$ cat config.mk
export PLATFORM = sky130hd
export DESIGN_NAME = pia_button_conditioner
export DESIGN_NICKNAME = d
export VERILOG_FILES = /design/src/rtl/pia_button_conditioner.sv
export SDC_FILE = /design/constraint.sdc
export NUM_CORES = 1
export LEC_CHECK = 0
export BUFFER_PORTS_ARGS = -buffer_cell sky130_fd_sc_hd__buf_2
export CAP_MARGIN = 20
export CORE_MARGIN = 3
export CORE_UTILIZATION = 55
export CTS_CLUSTER_DIAMETER = 200
export DETAILED_ROUTE_END_ITERATION = 6
export GPL_TIMING_DRIVEN = 0
export PLACE_DENSITY = 0.74
export SLEW_MARGIN = 0
export SYNTH_ARGS = -nofsm -noshare
export SYNTH_HDL_FRONTEND = slang
export SYNTH_SLANG_ARGS = --single-unit
$ cat constraint.sdc
create_clock -name clk_i -period 1.7 [get_ports clk_i]
set_input_delay 0.34 -clock clk_i [delete_from_list [all_inputs] [get_ports clk_i]]
set_output_delay 0.34 -clock clk_i [all_outputs]
set_load 0.1 [all_outputs]
$ cat src/rtl/pia_button_conditioner.sv
// Board-button conditioner for the PIA: 2-flop sync, per-bit debounce, power-on settle.
// Optional SOCD filtering of opposing directions is enabled by defining SOCD_FILTER_EN.
module pia_button_conditioner #(
  parameter int unsigned NUM_BUTTONS     = 8,
  parameter int unsigned DEBOUNCE_CYCLES = 250000,
  parameter int unsigned STARTUP_CYCLES  = 1048576
) (
  input  logic                   clk_i,
  input  logic                   rst_ni,
  input  logic [NUM_BUTTONS-1:0] btn_i,
  output logic [NUM_BUTTONS-1:0] buttons_o,
  output logic                   ready_o,
  output logic                   changed_o
);

  localparam int unsigned CntW = $clog2(DEBOUNCE_CYCLES + 1);
  localparam int unsigned StW  = $clog2(STARTUP_CYCLES + 1);

  localparam logic [CntW-1:0] CntMax = CntW'(DEBOUNCE_CYCLES - 1);
  localparam logic [StW-1:0]  StMax  = StW'(STARTUP_CYCLES - 1);

  localparam int unsigned BitUp    = 4;
  localparam int unsigned BitDown  = 5;
  localparam int unsigned BitLeft  = 6;
  localparam int unsigned BitRight = 7;

  logic [NUM_BUTTONS-1:0] sync1_q, sync2_q;
  logic [NUM_BUTTONS-1:0] stable_q, stable_d;
  logic [CntW-1:0]        cnt_q [NUM_BUTTONS];
  logic [CntW-1:0]        cnt_d [NUM_BUTTONS];
  logic [StW-1:0]         st_cnt_q, st_cnt_d;
  logic                   ready_q, ready_d;
  logic                   ready_prev_q;
  logic [NUM_BUTTONS-1:0] prev_q;

  // Pressed vector in, pressed vector out; opposing directions cancel when enabled.
  function automatic logic [NUM_BUTTONS-1:0] filt(input logic [NUM_BUTTONS-1:0] p);
    logic [NUM_BUTTONS-1:0] r;
    r = p;
`ifdef SOCD_FILTER_EN
    if (p[BitLeft] && p[BitRight]) begin
      r[BitLeft]  = 1'b0;
      r[BitRight] = 1'b0;
    end
    if (p[BitUp] && p[BitDown]) begin
      r[BitUp]   = 1'b0;
      r[BitDown] = 1'b0;
    end
`endif
    return r;
  endfunction

  // A single matching sample clears the count, so only an unbroken run flips a bit.
  always_comb begin
    stable_d = stable_q;
    for (int i = 0; i < NUM_BUTTONS; i++) begin
      cnt_d[i] = '0;
      if (sync2_q[i] != stable_q[i]) begin
        if (cnt_q[i] == CntMax) begin
          stable_d[i] = sync2_q[i];
        end else begin
          cnt_d[i] = cnt_q[i] + 1'b1;
        end
      end
    end
  end

  // Counter only advances while not ready, so it stops at STARTUP_CYCLES and never wraps.
  always_comb begin
    st_cnt_d = st_cnt_q;
    ready_d  = ready_q;
    if (!ready_q) begin
      st_cnt_d = st_cnt_q + 1'b1;
      if (st_cnt_q == StMax) begin
        ready_d = 1'b1;
      end
    end
  end

  always_ff @(posedge clk_i) begin
    if (!rst_ni) begin
      sync1_q      <= '0;
      sync2_q      <= '0;
      stable_q     <= '0;
      st_cnt_q     <= '0;
      ready_q      <= 1'b0;
      ready_prev_q <= 1'b0;
      prev_q       <= '1;
      for (int i = 0; i < NUM_BUTTONS; i++) begin
        cnt_q[i] <= '0;
      end
    end else begin
      sync1_q      <= btn_i;
      sync2_q      <= sync1_q;
      stable_q     <= stable_d;
      st_cnt_q     <= st_cnt_d;
      ready_q      <= ready_d;
      ready_prev_q <= ready_q;
      prev_q       <= buttons_o;
      for (int i = 0; i < NUM_BUTTONS; i++) begin
        cnt_q[i] <= cnt_d[i];
      end
    end
  end

  always_comb begin
    buttons_o = ready_q ? ~filt(stable_q) : '1;
    ready_o   = ready_q;
    changed_o = ready_q & ready_prev_q & (buttons_o != prev_q);
  end

endmodule

Yosys cells after proc, flatten, opt, wreduce, memory -nomap -nowiden
Memory sizes are Yosys's and may differ from the RTL's.
Index checks and enable logic that the tools add are counted.
{"block": "word_totals", "ff_bits": 55, "mem_bits_rw": 144, "in_bits": 10, "out_inout_bits": 10, "wordCells": 90, "mem_count": 1}
{"block": "op_classes", "n_addsub": 9, "eq_ne": 18, "muxes": 29, "bitwise_logic": 11, "reduce_logical": 8}
{"name": "cnt_q", "words": 8, "word_bits": 18, "read_ports": 8, "rd_clocked_by_memory_dff": 0, "wr": 8, "line": "29", "text": "logic [CntW-1:0] cnt_q [NUM_BUTTONS];"}
{"cell": "$mux W18", "n": 24}
{"cell": "$add A18 B1 Y18 const B", "n": 8}
{"cell": "$eq A18 B18 Y1 const B", "n": 8}
{"cell": "$add A21 B1 Y21 const B", "n": 1}
{"cell": "$eq A21 B20 Y1 const B", "n": 1}
{"cell": "$reduce_and A2 Y1", "n": 8}
{"cell": "$mux W8", "n": 1}
{"cell": "$ne A1 B1 Y1", "n": 8}
{"cell": "$ne A8 B8 Y1", "n": 1}
{"cell": "$not A8 Y8", "n": 1}
{"cell": "$or A1 B1 Y1", "n": 8}
{"cell": "$mux W1", "n": 4}
{"cell": "$and A1 B1 Y1", "n": 2}

Depth between registers and ports, before layout
Gate-level depths: netlist of the first run.
{"block": "depth", "ltp_word": 4, "depth_mapped": 6, "mapped_depth_nobuf": 5}

Worst setup path after synthesis of the first run
Ideal clock, no wire load.
{"block": "synth_path", "path_type": "reg2out", "from": "register ready_q, in the netlist ready_o", "to": "output changed_o", "t_arrival_ns": 3.835, "required_time_ns": 1.360, "path_slack_ns": -2.475, "stages_incl_launch_ff": 6, "path_buffers": 1, "path_cell_list": "dfxtp_1 clkbuf_1 nand2_1 xor2_1 nor4_1 a21oi_1"}
{"block": "synth_between", "elab_chain_cells": 3, "elab_cells_between_ends": 4, "classes_between": "1 x eq/ne; 1 x mux; 2 x bitwise"}
{"element": "from (decl)", "line": "32", "text": "logic ready_q, ready_d;"}
{"element": "from (signal assigned)", "line": "97", "text": "ready_q <= ready_d;"}
{"element": "$mux W8", "line": "107", "text": "buttons_o = ready_q ? ~filt(stable_q) : '1;"}
{"element": "net buttons_o[1]", "line": "11", "text": "output logic [NUM_BUTTONS-1:0] buttons_o,"}
{"element": "$ne A8 B8 Y1", "line": "109", "text": "changed_o = ready_q & ready_prev_q & (buttons_o != prev_q);"}
{"element": "$and A1 B1 Y1", "line": "109"}
{"element": "to (decl)", "line": "13", "text": "output logic changed_o"}
The timed path passes the listed nets, and every way through them passes these cells.

Worst setup path after layout of the first run
{"block": "layout_path", "from": "register ready_q, in the netlist ready_o", "to": "output changed_o"}
{"block": "layout_between", "elab_chain_cells": 3, "elab_cells_between_ends": 4, "classes_between": "1 x eq/ne; 1 x mux; 2 x bitwise"}
{"element": "$mux W8", "line": "107"}
{"element": "$ne A8 B8 Y1", "line": "109"}
{"element": "$and A1 B1 Y1 *", "line": "109"}
Every way passes the cells marked *; elsewhere a longest branch is shown, timed or not.

==> impl_metrics.csv, run 1 <==
group,metric,value,unit
run_status,status,"finished with violations",
run_status,violations,"negative setup slack",
min_path,hp-start,"btn_i[5]",
power_and_ir_drop,irDropWorstVdd,0.000834,V
route,vias_per_cell,5.63,
sta,setup_violations,21,
worst_setup_path,reg2reg_depth,5,
yosys,synth-edff-count,0,
power_and_ir_drop,p_leak,3.36,nW
yosys,yosysWarnings,0,
finish,mostFrequentLayoutCell,"nor2_1",
power_and_ir_drop,switching_share,21.5,%
die,num_rows,45,
placement,portBuffers,18,
finish,layout_common_cells,"nor2_1, dfxtp_1, xnor2_1, buf_4, nand4_1",
finish,postLayoutCoreUtil,72.6,%
clock_network,hold_buffers,0,
flow_run,cap_violations,0,
route,first_iter_violations,418,
power_and_ir_drop,power.density,808,nW/um2
sta,tightest_slew,0.549,ns
yosys,synthArstFlopShare,0,%
die,die-height,132,um
min_path,hp-class,"in -> reg",
die,ios,20,
power_and_ir_drop,comb_power_share,1.9,%
yosys,ys_seq_area_share,45.7,%
worst_setup_path,cp-start-kind,"flop",
die,core_area,15400,um2
finish,area_delta_synth_final,28.1,%
route,detail_route.wl_per_cell,15.1,um
worst_setup_path,r2r-end,"cnt_q[1][17]",
power_and_ir_drop,p_int,7.08,mW
finish,drive_above_1_share,28.0,%
sta,finClkSkew,0.00938,ns
global_routing,grt_max_degree,18,
sta,timing.fmax,467,MHz
die,die_x,132,um
route,vias,7355,
yosys,syn-cell-area,8710,um2
clock_network,cts_root_buffer,"clkbuf_16",
power_and_ir_drop,p_sw,1.94,mW
global_routing,antenna_found_initial,1,
worst_setup_path,end_kind,"output port",
die,dieArea,17400,um2
finish,nets,1101,
global_routing,globalRouteOverflowTotal,0,
global_routing,track_usage,21.2,%
route,first_pass_iters,6,
yosys,avgSynthCellArea,8.81,um2
sta,finalCriticalPeriod,2.14,ns
min_path,worstHoldPathCells,2,
clock_network,path_clk_slew,0.07,ns
clock_network,clockBufferDepth,2,
yosys,ys_ff_latch,199,
placement,gp_congestion,0.842,
route,post-route-drc-count,0,
route,ant_nets,0,
yosys,synth_fp_nets,1008,
yosys,synthDistinctLibCells,48,
sta,fin_crit_sh,126,%
sta,slew_headroom,63.4,%
yosys,synth_ff_type,"dfxtp_1",
worst_setup_path,path_class,"reg -> out",
worst_setup_path,reg2reg_slack,-0.09,ns
worst_setup_path,cp.arrival,1.80,ns
clock_network,cts_sinks,199,
sta,hold_viol,0,
sta,rsz0062_at_grt,"yes",
min_path,holdPathEnd,"sync1_q[5]",
sta,slew_violations,0,
finish,fillCellCount,1101,
global_routing,grt_pass1_wl,31400,um
sta,whs,0.109,ns
clock_network,cts_buffers,17,
clock_network,clock_latency,0.44,ns
die,initial_core_util,56.7,%
worst_setup_path,required,1.36,ns
sta,setup_ws,-0.440,ns
power_and_ir_drop,p_clk_share,46.4,%
worst_setup_path,crit_path_max_fanout,7,
worst_setup_path,r2r_start,"cnt_q[1][4]",
power_and_ir_drop,sequentialPowerShare,51.7,%
placement,dp_hpwl,11800,um
route,finalWirelength,19800,um
worst_setup_path,crit_path_start,"ready_o",
global_routing,grt_pass1_vias,6709,
placement,pre_cts_slack,-0.397,ns
clock_network,cts_tree,"built",
yosys,syn_inst,989,
clock_network,cts_max_level,4,
finish,antenna_cells,0,
==> power by group through the flow <==
stage          Combinational, mW  Clock [mW]  Sequential, mW
2_1_floorplan             0.0893           0            4.81
3_3_place_gp               0.131           0            4.81
3_5_place_dp               0.133           0            4.81
4_1_cts                    0.155        4.26            4.70
5_1_grt                    0.187        4.44            4.66
6_report                   0.170        4.18            4.66
==> layer usage <==
layer  up-vias  share of wire, %  global-route usage (%)
met3        25               4.0                    5.23
met1      3520                44                    28.0
met2       145                50                    34.7
li1       3665                 -                       -
met4         0               1.5                    6.36
met5         -                 0                       0
==> area by class of cell <==
type / instances / area (um2) / area share, %
clock buffers: 18 / 439 / 3.93
clock inverters: 14 / 173 / 1.55
flip-flops and latches: 199 / 4140 / 37.0
multi-input cells: 733 / 5180 / 46.4
repair buffers: 82 / 686 / 6.14
inverters: 24 / 90.1 / 0.807
plain buffers: 25 / 196 / 1.76
well taps: 211 / 264 / 2.37
==> cell families (layout without fill, tap and decap cells) <==
group / count (synthesis) / after routing / share of synthesized area, %
AO/OA/AOI/OAI: 69 / 69 / 5.67
XOR/XNOR: 136 / 136 / 13.7
adder cells (fa/ha/maj): 9 / 9 / 1.29
buffers and inverters: 57 / 163 / 2.67
flip-flops: 199 / 199 / 45.7
multiplexers: 9 / 9 / 1.03
AND/OR/NAND/NOR: 510 / 510 / 29.9
==> cell usage after synthesis (3+ instances only) <==
master | instances | area [um2]
and3_1 | 10 | 62.6
nor4_1 | 44 | 275
or4_1 | 16 | 120
nor3_1 | 24 | 120
nor2_1 | 176 | 661
and4_1 | 10 | 87.6
inv_1 | 23 | 86.3
or2_2 | 3 | 18.8
o31ai_1 | 15 | 113
o21ai_0 | 8 | 40.0
nand3_1 | 55 | 275
clkbuf_1 | 20 | 75.1
nand2_1 | 66 | 248
nor4b_1 | 7 | 61.3
xnor2_1 | 93 | 815
a21oi_1 | 27 | 135
xor2_1 | 43 | 377
ha_1 | 9 | 113
buf_4 | 3 | 22.5
o41ai_1 | 4 | 35.0
nand4_1 | 55 | 344
o221ai_1 | 4 | 35.0
buf_2 | 4 | 20.0
or3_1 | 8 | 50.1
buf_1 | 4 | 15.0
or4b_2 | 4 | 40.0
and2_1 | 19 | 119
dfxtp_1 | 199 | 3980
mux2i_1 | 9 | 90.1
==> worst max-delay path by stage <==
stage | endpoint | depth (start not counted)
after global routing | changed_o | 6
after detailed placement | changed_o | 5
after global placement | changed_o | 5
after CTS | changed_o | 6
after floorplan | changed_o | 5
final | changed_o | 6
==> state kept, by name, summed over array words and instances (netlist names) <==
name	cells
ready_prev_q	1
stable_q	8
sync1_q	8
prev_q	8
ready_o	1
sync2_q	8
cnt_q	144
st_cnt_q	21
==> through the flow <==
stage          power [mW]  area [um2]  TNS [ns]  std cells
2_1_floorplan        4.90        8950    -0.726        989
3_3_place_gp         4.94        9310    -26.89       1218
3_5_place_dp         4.95        9310    -30.57       1218
4_1_cts              9.11       10400    -0.649       1268
5_1_grt              9.29       11200     -3.79       1306
6_report             9.02       11200     -1.45       1306
==> critical path, stage by stage, from the launching register on <==
cell,delay [ns]
dfxtp_4,0.35
clkbuf_16,0.19
nand2_8,0.06
xor2_2,0.16
nor4_4,0.32
a21oi_4,0.10
buf_12,0.17
==> timing repair <==
item,CTS,global route
buffers inserted,20,40
cloned,3,1
endpoints found under the hold margin,0,0
setup endpoints to repair,138,149
gates resized for setup,106,140
pin swaps,21,49
No activity file was read; power rests on OpenSTA's default activity.
==> run 2, diff against run 1 <==
- CORE_ASPECT_RATIO: default -> 1.25
==> run 2 against run 1 <==
The run still ends with negative setup slack left. Critical path depth unchanged. Die area about the same. Maximum frequency down 0.41%. Final area down 0.86%. Setup slack worse by 0.0088 ns. Worst hold slack better by 0.0047 ns. Routed wire length down 4.2%. Clock-buffer cell count down 1.
==> impl_metrics.csv, run 2 (synthesis results as in run 1) <==
group,metric,value,unit
die,ios,20,
placement,dp_hpwl,11600,um
global_routing,antenna_found_initial,0,
worst_setup_path,critical_path.max_stage_delay,0.36,ns
global_routing,grt_max_degree,19,
global_routing,grt_pass1_vias,6959,
sta,fin_crit_sh,126,%
finish,area_delta_synth_final,27.0,%
worst_setup_path,path_class,"reg -> out",
finish,nets,1095,
die,num_rows,50,
sta,hold_viol,0,
sta,finalCriticalPeriod,2.15,ns
die,core_area,15300,um2
clock_network,cts_sinks,199,
die,dieArea,17400,um2
worst_setup_path,path_buf_inv,2,
placement,gp_congestion,0.850,
route,detail_route.wl_per_cell,14.6,um
power_and_ir_drop,comb_power_share,1.8,%
worst_setup_path,cp_top_family,"simple AND/OR/NAND/NOR gates",
power_and_ir_drop,p_clk_share,45.8,%
sta,setup_violations,14,
clock_network,cts_max_level,4,
run_status,violations,"negative setup slack",
clock_network,clock_latency,0.43,ns
min_path,hp-class,"in -> reg",
sta,slew_violations,0,
global_routing,track_usage,21.3,%
clock_network,cts_root_buffer,"clkbuf_16",
power_and_ir_drop,p_sw,1.99,mW
global_routing,globalRouteOverflowTotal,0,
die,die-height,147,um
finish,largest_register,"cnt_q",
route,ant_nets,0,
finish,layout_common_cells,"nor2_1, dfxtp_1, xnor2_1, buf_4, nand4_1",
clock_network,clockBufferDepth,2,
run_status,status,"finished with violations",
placement,place_inst,1215,
power_and_ir_drop,sequentialPowerShare,52.4,%
sta,setup_ws,-0.449,ns
worst_setup_path,required,1.36,ns
power_and_ir_drop,irDropWorstVdd,0.000634,V
route,finalWirelength,18900,um
die,die_x,119,um
route,first_pass_iters,5,
worst_setup_path,crit_slowest_cell,"dfxtp_4",
worst_setup_path,cp-start-kind,"flop",
sta,timing.fmax,465,MHz
clock_network,cts_buffers,17,
route,post-route-drc-count,0,
finish,stdcell_count,1297,
die,initial_core_util,57.1,%
placement,portBuffers,18,
route,first_iter_violations,390,
clock_network,cts_tree,"built",
flow_run,cap_violations,0,
sta,tightest_slew,0.529,ns
finish,drive_above_1_share,26.1,%
worst_setup_path,cp.arrival,1.81,ns
clock_network,path_clk_slew,0.07,ns
sta,finClkSkew,0.00869,ns
worst_setup_path,end_kind,"output port",
sta,rsz0062_at_grt,"yes",
route,vias_per_cell,5.65,
finish,largest_reg_flops,144,
power_and_ir_drop,p_leak,3.32,nW
power_and_ir_drop,total_power,8.92,mW
power_and_ir_drop,p_int,6.93,mW
power_and_ir_drop,power.density,806,nW/um2
worst_setup_path,crit_path_cell_trace,"clkbuf_16, nand2_8, xor2_2, nor4_4, a21oi_4, buf_12",
worst_setup_path,crit_path_max_fanout,7,
finish,reg_top3,"cnt_q: 144 flops, st_cnt_q: 21 flops",
finish,mostFrequentLayoutCell,"nor2_1",
power_and_ir_drop,switching_share,22.4,%
global_routing,grt_pass1_wl,31500,um
route,vias,7326,
finish,antenna_cells,0,
sta,slew_headroom,64.7,%
## run 2: changes by cell type in the layout (fill, tap and decap cells not counted), sizes merged
cell,before,now
buf,96,88
inv,27,31
clkinv,6,4
bufinv,3,2
clkbuf,29,30
## run 2: metal layers
| metal | global-route usage, % | wire [um] | share of wire (%) |
|---|---|---|---|
| met4 | 7.01 | 317 | 1.7 |
| met3 | 4.08 | 533 | 2.8 |
| met2 | 37.6 | 9740 | 51 |
| met5 | 0 | 0 | 0 |
| met1 | 26.0 | 8340 | 44 |
## run 2: layout make-up
| class | count | area [um2] |
|---|---|---|
| timing repair buffer | 76 | 654 |
| clock inverter | 15 | 168 |
| tap | 208 | 260 |
| sequential | 199 | 4110 |
| fill | 1133 | 4200 |
| clock buffer | 17 | 425 |
| inverter | 24 | 90.1 |
| multi-input combinational | 733 | 5160 |
| buffer | 25 | 195 |
## run 2: worst paths after layout
path | startpoint | endpoint | slack (ns) | cells past startpoint
setup / recovery | ready_o | changed_o | -0.45 | 6
hold / removal | btn_i[5] | sync1_q[5] | 0.11 | 2
setup reg to reg | cnt_q[1][17] | cnt_q[1][15] | -0.03 | 5
hold reg to reg | sync1_q[4] | sync2_q[4] | 0.43 | 1
## run 2: power groups by stage
stage                     clock network [mW]  registers (mW)  logic (mW)
after global routing                    4.35            4.68       0.175
after global placement                     0            4.81       0.128
after floorplan                            0            4.81      0.0893
final                                   4.09            4.68       0.157
after detailed placement                   0            4.81       0.131
after CTS                               4.14            4.70       0.153
## run 2: timing repair
action | 4_1_cts | 5_1_grt
cloned | 3 | 0
gates resized for setup | 116 | 110
setup buffers | 26 | 29
hold buffers | 0 | 0
setup endpoints to repair | 151 | 138
pin swaps | 26 | 44
## run 2: stage by stage
| step | instance area (um2) | hold slack, ns | setup WS, ns | setup TNS (ns) | util (%) |
|---|---|---|---|---|---|
| final | 11100 | 0.114 | -0.449 | -0.729 | 72.5 |
| after global routing | 11100 | 0.123 | -0.521 | -1.96 | 72.5 |
| after CTS | 10500 | 0.101 | -0.505 | -0.531 | 68.8 |
| after detailed placement | 9300 | 0.417 | -0.445 | -29.05 | 60.9 |
| after global placement | 9300 | 0.414 | -0.433 | -25.07 | 60.9 |
| after floorplan | 8950 | 0.412 | -0.497 | -0.726 | - |
## run 2: worst reg2reg max path, cell delays in order, from the launching register on
cell and delay (ns):
dfxtp_2 0.34, or3b_4 0.38, or3_4 0.39, o211ai_4 0.27, buf_12 0.19, a21oi_2 0.04
